<file path="config.mk">
export PLATFORM = sky130hd
export DESIGN_NAME = frame_assembler
export DESIGN_NICKNAME = d
export VERILOG_FILES = /design/src/rtl/frame_pkg.sv /design/src/rtl/frame_hold_fifo.sv /design/src/rtl/frame_assembler.sv
export SDC_FILE = /design/constraint.sdc
export NUM_CORES = 1
export LEC_CHECK = 0
export BUFFER_PORTS_ARGS = -buffer_cell sky130_fd_sc_hd__buf_2
export CORE_ASPECT_RATIO = 0.8
export CORE_MARGIN = 2
export CORE_UTILIZATION = 50
export DETAILED_ROUTE_END_ITERATION = 8
export GPL_TIMING_DRIVEN = 0
export PLACE_DENSITY = 0.78
export SLEW_MARGIN = 10
export SYNTH_ARGS = -nofsm -noshare
export SYNTH_HDL_FRONTEND = slang
export SYNTH_SLANG_ARGS = --single-unit
</file>
<file path="constraint.sdc">
create_clock -name clock_2 -period 2.3 [get_ports clock_2]
set_input_delay 0.115 -clock clock_2 [delete_from_list [all_inputs] [get_ports clock_2]]
set_output_delay 0.115 -clock clock_2 [all_outputs]
set_load 0.01 [all_outputs]
</file>
<file path="src/rtl/frame_pkg.sv">
// rtl/frame_pkg.sv - shared types and widths for the frame assembler
// Purpose: read FSM state enum and datapath widths used by frame_assembler.
// Ports: none (package).
package frame_pkg;

  localparam int WORD_W  = 16;
  localparam int COUNT_W = 16;

  typedef enum logic {
    PAYLOAD  = 1'b0,
    CHECKSUM = 1'b1
  } state_t;

endpackage

</file>
<file path="src/rtl/frame_hold_fifo.sv">
// rtl/frame_hold_fifo.sv - single-clock hold FIFO with combinational head
// Purpose: buffers words from the un-backpressured input stream.
// Ports:
//   clock_2        block clock
//   reset          synchronous active-high reset (empties the FIFO)
//   push, wr_data  write request and word; ignored when full unless popping
//   pop            remove the head word (ignored when empty)
//   full, empty    occupancy flags
//   head           word at the read pointer, read straight from memory
module frame_hold_fifo #(
  parameter int DEPTH = 8,
  parameter int WIDTH = 16
) (
  input  logic             clock_2,
  input  logic             reset,
  input  logic             push,
  input  logic [WIDTH-1:0] wr_data,
  input  logic             pop,
  output logic             full,
  output logic             empty,
  output logic [WIDTH-1:0] head
);

  localparam int AW = $clog2(DEPTH);

  logic [WIDTH-1:0] mem [DEPTH];
  // One extra pointer bit tells a full FIFO apart from an empty one.
  logic [AW:0]      wr_ptr;
  logic [AW:0]      rd_ptr;
  logic             do_push;
  logic             do_pop;

  assign do_pop  = pop && !empty;
  // A pop on the same edge frees the slot, so a full FIFO can still take a word.
  assign do_push = push && (!full || do_pop);

  assign empty = (wr_ptr == rd_ptr);
  assign full  = (wr_ptr[AW] != rd_ptr[AW]) && (wr_ptr[AW-1:0] == rd_ptr[AW-1:0]);
  assign head  = mem[rd_ptr[AW-1:0]];

  always_ff @(posedge clock_2) begin
    if (reset) begin
      wr_ptr <= '0;
      rd_ptr <= '0;
    end else begin
      if (do_push) wr_ptr <= wr_ptr + (AW+1)'(1);
      if (do_pop)  rd_ptr <= rd_ptr + (AW+1)'(1);
    end
  end

  always_ff @(posedge clock_2) begin
    if (do_push) mem[wr_ptr[AW-1:0]] <= wr_data;
  end

endmodule

</file>
<file path="src/rtl/frame_assembler.sv">
// rtl/frame_assembler.sv - packs a word stream into fixed-length frames
// Purpose: buffers data_2 words in a hold FIFO and emits FRAME_LEN-word frames
//   on a valid/ready output. With FRAME_ASSEMBLER_CHECKSUM_EN defined, each
//   frame is followed by a 16-bit modular sum word carrying out_last; without
//   it, out_last marks the final payload word.
// Ports:
//   clock_2, reset            clock and synchronous active-high reset
//   data_2, data_2_valid      input words, no backpressure
//   out_data, out_valid,
//   out_ready, out_last       output stream (out_data is 0 when not valid)
//   overflow                  sticky flag: a word was dropped on a full FIFO
//   frame_count               completed frames, wraps
module frame_assembler
  import frame_pkg::*;
#(
  parameter int FRAME_LEN  = 4,
  parameter int HOLD_DEPTH = 8
) (
  input  logic               clock_2,
  input  logic               reset,
  input  logic [WORD_W-1:0]  data_2,
  input  logic               data_2_valid,
  output logic [WORD_W-1:0]  out_data,
  output logic               out_valid,
  input  logic               out_ready,
  output logic               out_last,
  output logic               overflow,
  output logic [COUNT_W-1:0] frame_count
);

  localparam int CNT_W = $clog2(FRAME_LEN + 1);

  logic              fifo_full;
  logic              fifo_empty;
  logic              pop;
  logic [WORD_W-1:0] head;
  logic [CNT_W-1:0]  word_cnt;

  frame_hold_fifo #(
    .DEPTH (HOLD_DEPTH),
    .WIDTH (WORD_W)
  ) u_hold_fifo (
    .clock_2 (clock_2),
    .reset   (reset),
    .push    (data_2_valid),
    .wr_data (data_2),
    .pop     (pop),
    .full    (fifo_full),
    .empty   (fifo_empty),
    .head    (head)
  );

  always_ff @(posedge clock_2) begin
    if (reset) begin
      overflow <= 1'b0;
    end else if (data_2_valid && fifo_full && !pop) begin
      overflow <= 1'b1;
    end
  end

`ifdef FRAME_ASSEMBLER_CHECKSUM_EN
  state_t            state;
  state_t            state_next;
  logic [WORD_W-1:0] sum;

  always_ff @(posedge clock_2) begin
    if (reset) begin
      state       <= PAYLOAD;
      sum         <= '0;
      word_cnt    <= '0;
      frame_count <= '0;
    end else begin
      state <= state_next;
      if (pop) begin
        sum      <= sum + head;
        word_cnt <= word_cnt + CNT_W'(1);
      end else if (state == CHECKSUM && out_ready) begin
        sum         <= '0;
        word_cnt    <= '0;
        frame_count <= frame_count + COUNT_W'(1);
      end
    end
  end

  always_comb begin
    state_next = state;
    out_valid  = 1'b0;
    out_data   = '0;
    out_last   = 1'b0;
    pop        = 1'b0;
    case (state)
      PAYLOAD: begin
        out_valid = !fifo_empty;
        out_data  = fifo_empty ? '0 : head;
        pop       = !fifo_empty && out_ready;
        if (pop && word_cnt == CNT_W'(FRAME_LEN - 1)) state_next = CHECKSUM;
      end
      CHECKSUM: begin
        out_valid = 1'b1;
        out_data  = sum;
        out_last  = 1'b1;
        if (out_ready) state_next = PAYLOAD;
      end
      default: state_next = PAYLOAD;
    endcase
  end
`else
  always_ff @(posedge clock_2) begin
    if (reset) begin
      word_cnt    <= '0;
      frame_count <= '0;
    end else if (pop) begin
      if (word_cnt == CNT_W'(FRAME_LEN - 1)) begin
        word_cnt    <= '0;
        frame_count <= frame_count + COUNT_W'(1);
      end else begin
        word_cnt <= word_cnt + CNT_W'(1);
      end
    end
  end

  always_comb begin
    out_valid = !fifo_empty;
    out_data  = fifo_empty ? '0 : head;
    out_last  = !fifo_empty && (word_cnt == CNT_W'(FRAME_LEN - 1));
    pop       = !fifo_empty && out_ready;
  end
`endif

endmodule

</file>
==> flow_metrics.py <==
metrics = {
    "outcome": {
        "run_status": "finished clean",
    },
    "synth": {
        "synth_ff_type": "edfxtp_1",
        "synth-adder-area-share_pct": 0.779,
        "synth_top_family_by_area": "multiplexers",
        "async_flop_share_pct": 0,
        "synth-xor-area-share_pct": 1.03,
        "yosys_warnings": 0,
        "synth_compound_area_share_pct": 4.05,
        "yosys-top-cells-count": "edfxtp_1 (128), mux4_2 (32), dfxtp_1 (31)",
        "synthCells": 378,
        "synthesis.area_um2": 6420,
        "synthMuxAreaShare_pct": 14.7,
        "ys_types": 37,
        "synth-edff-count": 128,
        "synth_area_per_cell_um2": 17.0,
        "synth_top_area_share_pct": 59.8,
        "synth_largest_area_cell": "edfxtp_1",
        "yosys-top-cells-area": "edfxtp_1 (60%), mux4_2 (11%), dfxtp_1 (9.7%)",
        "synth_most_common_cell": "edfxtp_1",
        "synthSimpleGateAreaFrac_pct": 7.97,
        "synth.yosys.seq_area_share_pct": 69.5,
        "syn_nets": 402,
        "ys_ff_latch": 159,
    },
    "cells_and_area": {
        "drive_above_1_share_pct": 32.9,
        "fin_nets": 497,
        "syn_to_final_growth_pct": 21.6,
        "final_area_um2": 7810,
        "diodes": 0,
        "fin_cells": 661,
    },
    "timing": {
        "final-hold-violation-count": 0,
        "slew-limit-headroom_pct": 58.6,
        "slew_viol_final": 0,
        "layout_worst_path_cycle_share_pct": 97.8,
        "max_freq_mhz": 445,
        "clock_skew_ps": 10.4,
        "fin_crit_ps": 2250,
        "finalSetupTns_ps": 0,
        "rsz0062_at_grt": "yes",
        "worstMarginPinSlew_ps": 614,
        "whs_ps": 36.2,
        "setup_viol": 0,
    },
    "critical_path": {
        "crit_path_start": "u_hold_fifo.wr_ptr[0]$_SDFFE_PP0P_",
        "crit_slowest_cell": "dfxtp_1",
        "cpLargestDelayFamily": "buffers and inverters",
        "worst-path-buf-inv": 5,
        "r2r-start": "u_hold_fifo.wr_ptr[1]$_SDFFE_PP0P_",
        "crit_fanout": 10,
        "endpoint_kind": "output pin",
        "arrival_ps": 2130,
        "critical_path.startpoint_type": "register",
        "slowest_delay_ps": 330,
        "cp_cell_sequence": "clkbuf_4 -> xor2_2 -> nor4_4 -> buf_6 -> buf_6 -> buf_6 -> nor2_1 -> buf_2",
        "critPathKind": "register to output pin",
        "required_ps": 2180,
        "crit_top_cell": "buf_6",
    },
    "die": {
        "initial_core_util_pct": 50.6,
        "dieArea_um2": 13800,
        "dieHeight_um": 105,
        "rows": 37,
        "coreArea_um2": 12700,
        "ios": 55,
        "dieWidth_um": 131,
    },
    "clock_tree": {
        "clk_pin_slew_worst_paths_ps": 70,
        "cts.sinks": 159,
        "numCtsBuffers": 17,
        "insertion_delay_ps": 420,
        "cts_tree": "yes",
        "clk_path_buf_depth": 2,
        "h-tree-depth": 4,
        "clock-root-buffer": "clkbuf_16",
    },
    "detailed_routing": {
        "firstDrtPassIters": 5,
        "route.detailed.drc": 0,
        "wl_per_cell_um": 20.8,
        "wl_um": 13700,
        "vias": 3823,
        "ant_nets": 0,
        "vias_per_cell": 5.78,
        "drtIter0Drc": 356,
    },
    "global_route": {
        "grt_pass1_wl_um": 20300,
        "grtUsageTotal_pct": 20.6,
        "grt_max_degree": 17,
        "antenna_found_initial": 0,
        "overflow": 0,
        "grt_pass1_vias": 3712,
    },
    "placement": {
        "dpl.cell_count": 608,
        "place_congestion": 0.830,
        "placed_area_um2": 6930,
        "portBuffers": 54,
        "dp_hpwl_um": 7800,
    },
    "power": {
        "ir_drop_uv": 656,
        "total_power_w": 0.00715,
        "leakage_nw": 2.66,
        "powerDensity_nw_per_um2": 915,
    },
    "hold_path": {
        "hold_path_class": "input port to register",
        "min_from": "data_2_valid",
    },
    "job": {
        "maxCapViolCount": 0,
    },
}
[through the flow]
stage	setup WS (ps)	util, %
6_report	50.3	61.6
5_1_grt	-65.7	61.6
4_1_cts	-55.7	60.8
3_5_place_dp	-335	54.6
3_3_place_gp	-816	54.5
2_1_floorplan	31.5	-
[cell type report]
class | count | area, um^2
Buffer | 19 | 134
Clock buffer | 18 | 429
Clock inverter | 14 | 145
Fill cell | 900 | 4880
Inverter | 5 | 18.8
Multi-Input combinational cell | 194 | 1890
Sequential cell | 159 | 4470
Tap cell | 175 | 219
Timing Repair Buffer | 77 | 502
[worst register-to-register path: cells and delay by family (launching register included)]
family,cells,cell delay [ps]
DFF,1,330
and+or+nand+nor,2,510
AOI/OAI and AO/OA,1,420
buffers and inverters,2,390
xor gates and xnor gates,1,300
[flip-flops by register name, summed over array words and instances (netlist names), named ones only]
register / flops
overflow: 1
frame_count: 16
word_cnt: 3
u_hold_fifo.mem: 128
u_hold_fifo.rd_ptr: 4
u_hold_fifo.wr_ptr: 4
[path summary, 6_finish.rpt]
| kind | depth (start not counted) | endpoint | slack [ps] |
|---|---|---|---|
| setup / recovery | 8 | out_data[14] | 50 |
| hold / removal | 3 | overflow$_SDFFE_PP0P_ | 40 |
| setup reg to reg | 6 | u_hold_fifo.mem[5][8]$_DFFE_PP_ | 50 |
| hold reg to reg | 2 | word_cnt[2]$_SDFFE_PP0P_ | 490 |
[cells by family after synthesis]
group,Yosys count
simple gates,89
flops,159
buf+inv,26
xor+xnor,5
fa+ha+maj,4
compound gates,41
mux,54
[per-layer routing]
| layer | GRT usage [%] | share of wire [%] |
|---|---|---|
| met5 | 0 | 0 |
| met4 | 7.22 | 1.5 |
| met3 | 4.62 | 5.6 |
| met2 | 33.2 | 51 |
| met1 | 27.8 | 42 |
[cells in the final DEF (no fill, tap or decap), types with 7 or more instances in the layout]
| cell | synthesis | routed |
|---|---|---|
| edfxtp_1 | 128 | 128 |
| buf_2 | 5 | 55 |
| mux4_2 | 32 | 32 |
| dfxtp_1 | 31 | 29 |
| nor2_1 | 26 | 26 |
| mux2i_1 | 19 | 19 |
| a21oi_1 | 18 | 17 |
| clkbuf_16 | 0 | 17 |
| dlygate4sd3_1 | 0 | 17 |
| nand2_1 | 12 | 12 |
| o31ai_1 | 9 | 9 |
| or4_1 | 9 | 9 |
| buf_6 | 1 | 7 |
| or3_1 | 7 | 7 |
[timing repair]
| action | CTS | global route |
|---|---|---|
| buffers inserted | 1 | 4 |
| pin swaps | 1 | 2 |
| hold buffers | 17 | 0 |
| gates cloned | 0 | 1 |
| setup endpoints to repair | 129 | 139 |
| endpoints found under the hold margin | 129 | 0 |
| gates resized for setup | 19 | 14 |
[where the power goes]
group | switching [W] | internal [W] | total (W)
Clock | 0.00119 | 0.00153 | 0.00272
Combinational | 0.000638 | 0.000554 | 0.00119
Sequential | 0.0000466 | 0.00319 | 0.00323
Power figures use the tool's default switching activity.
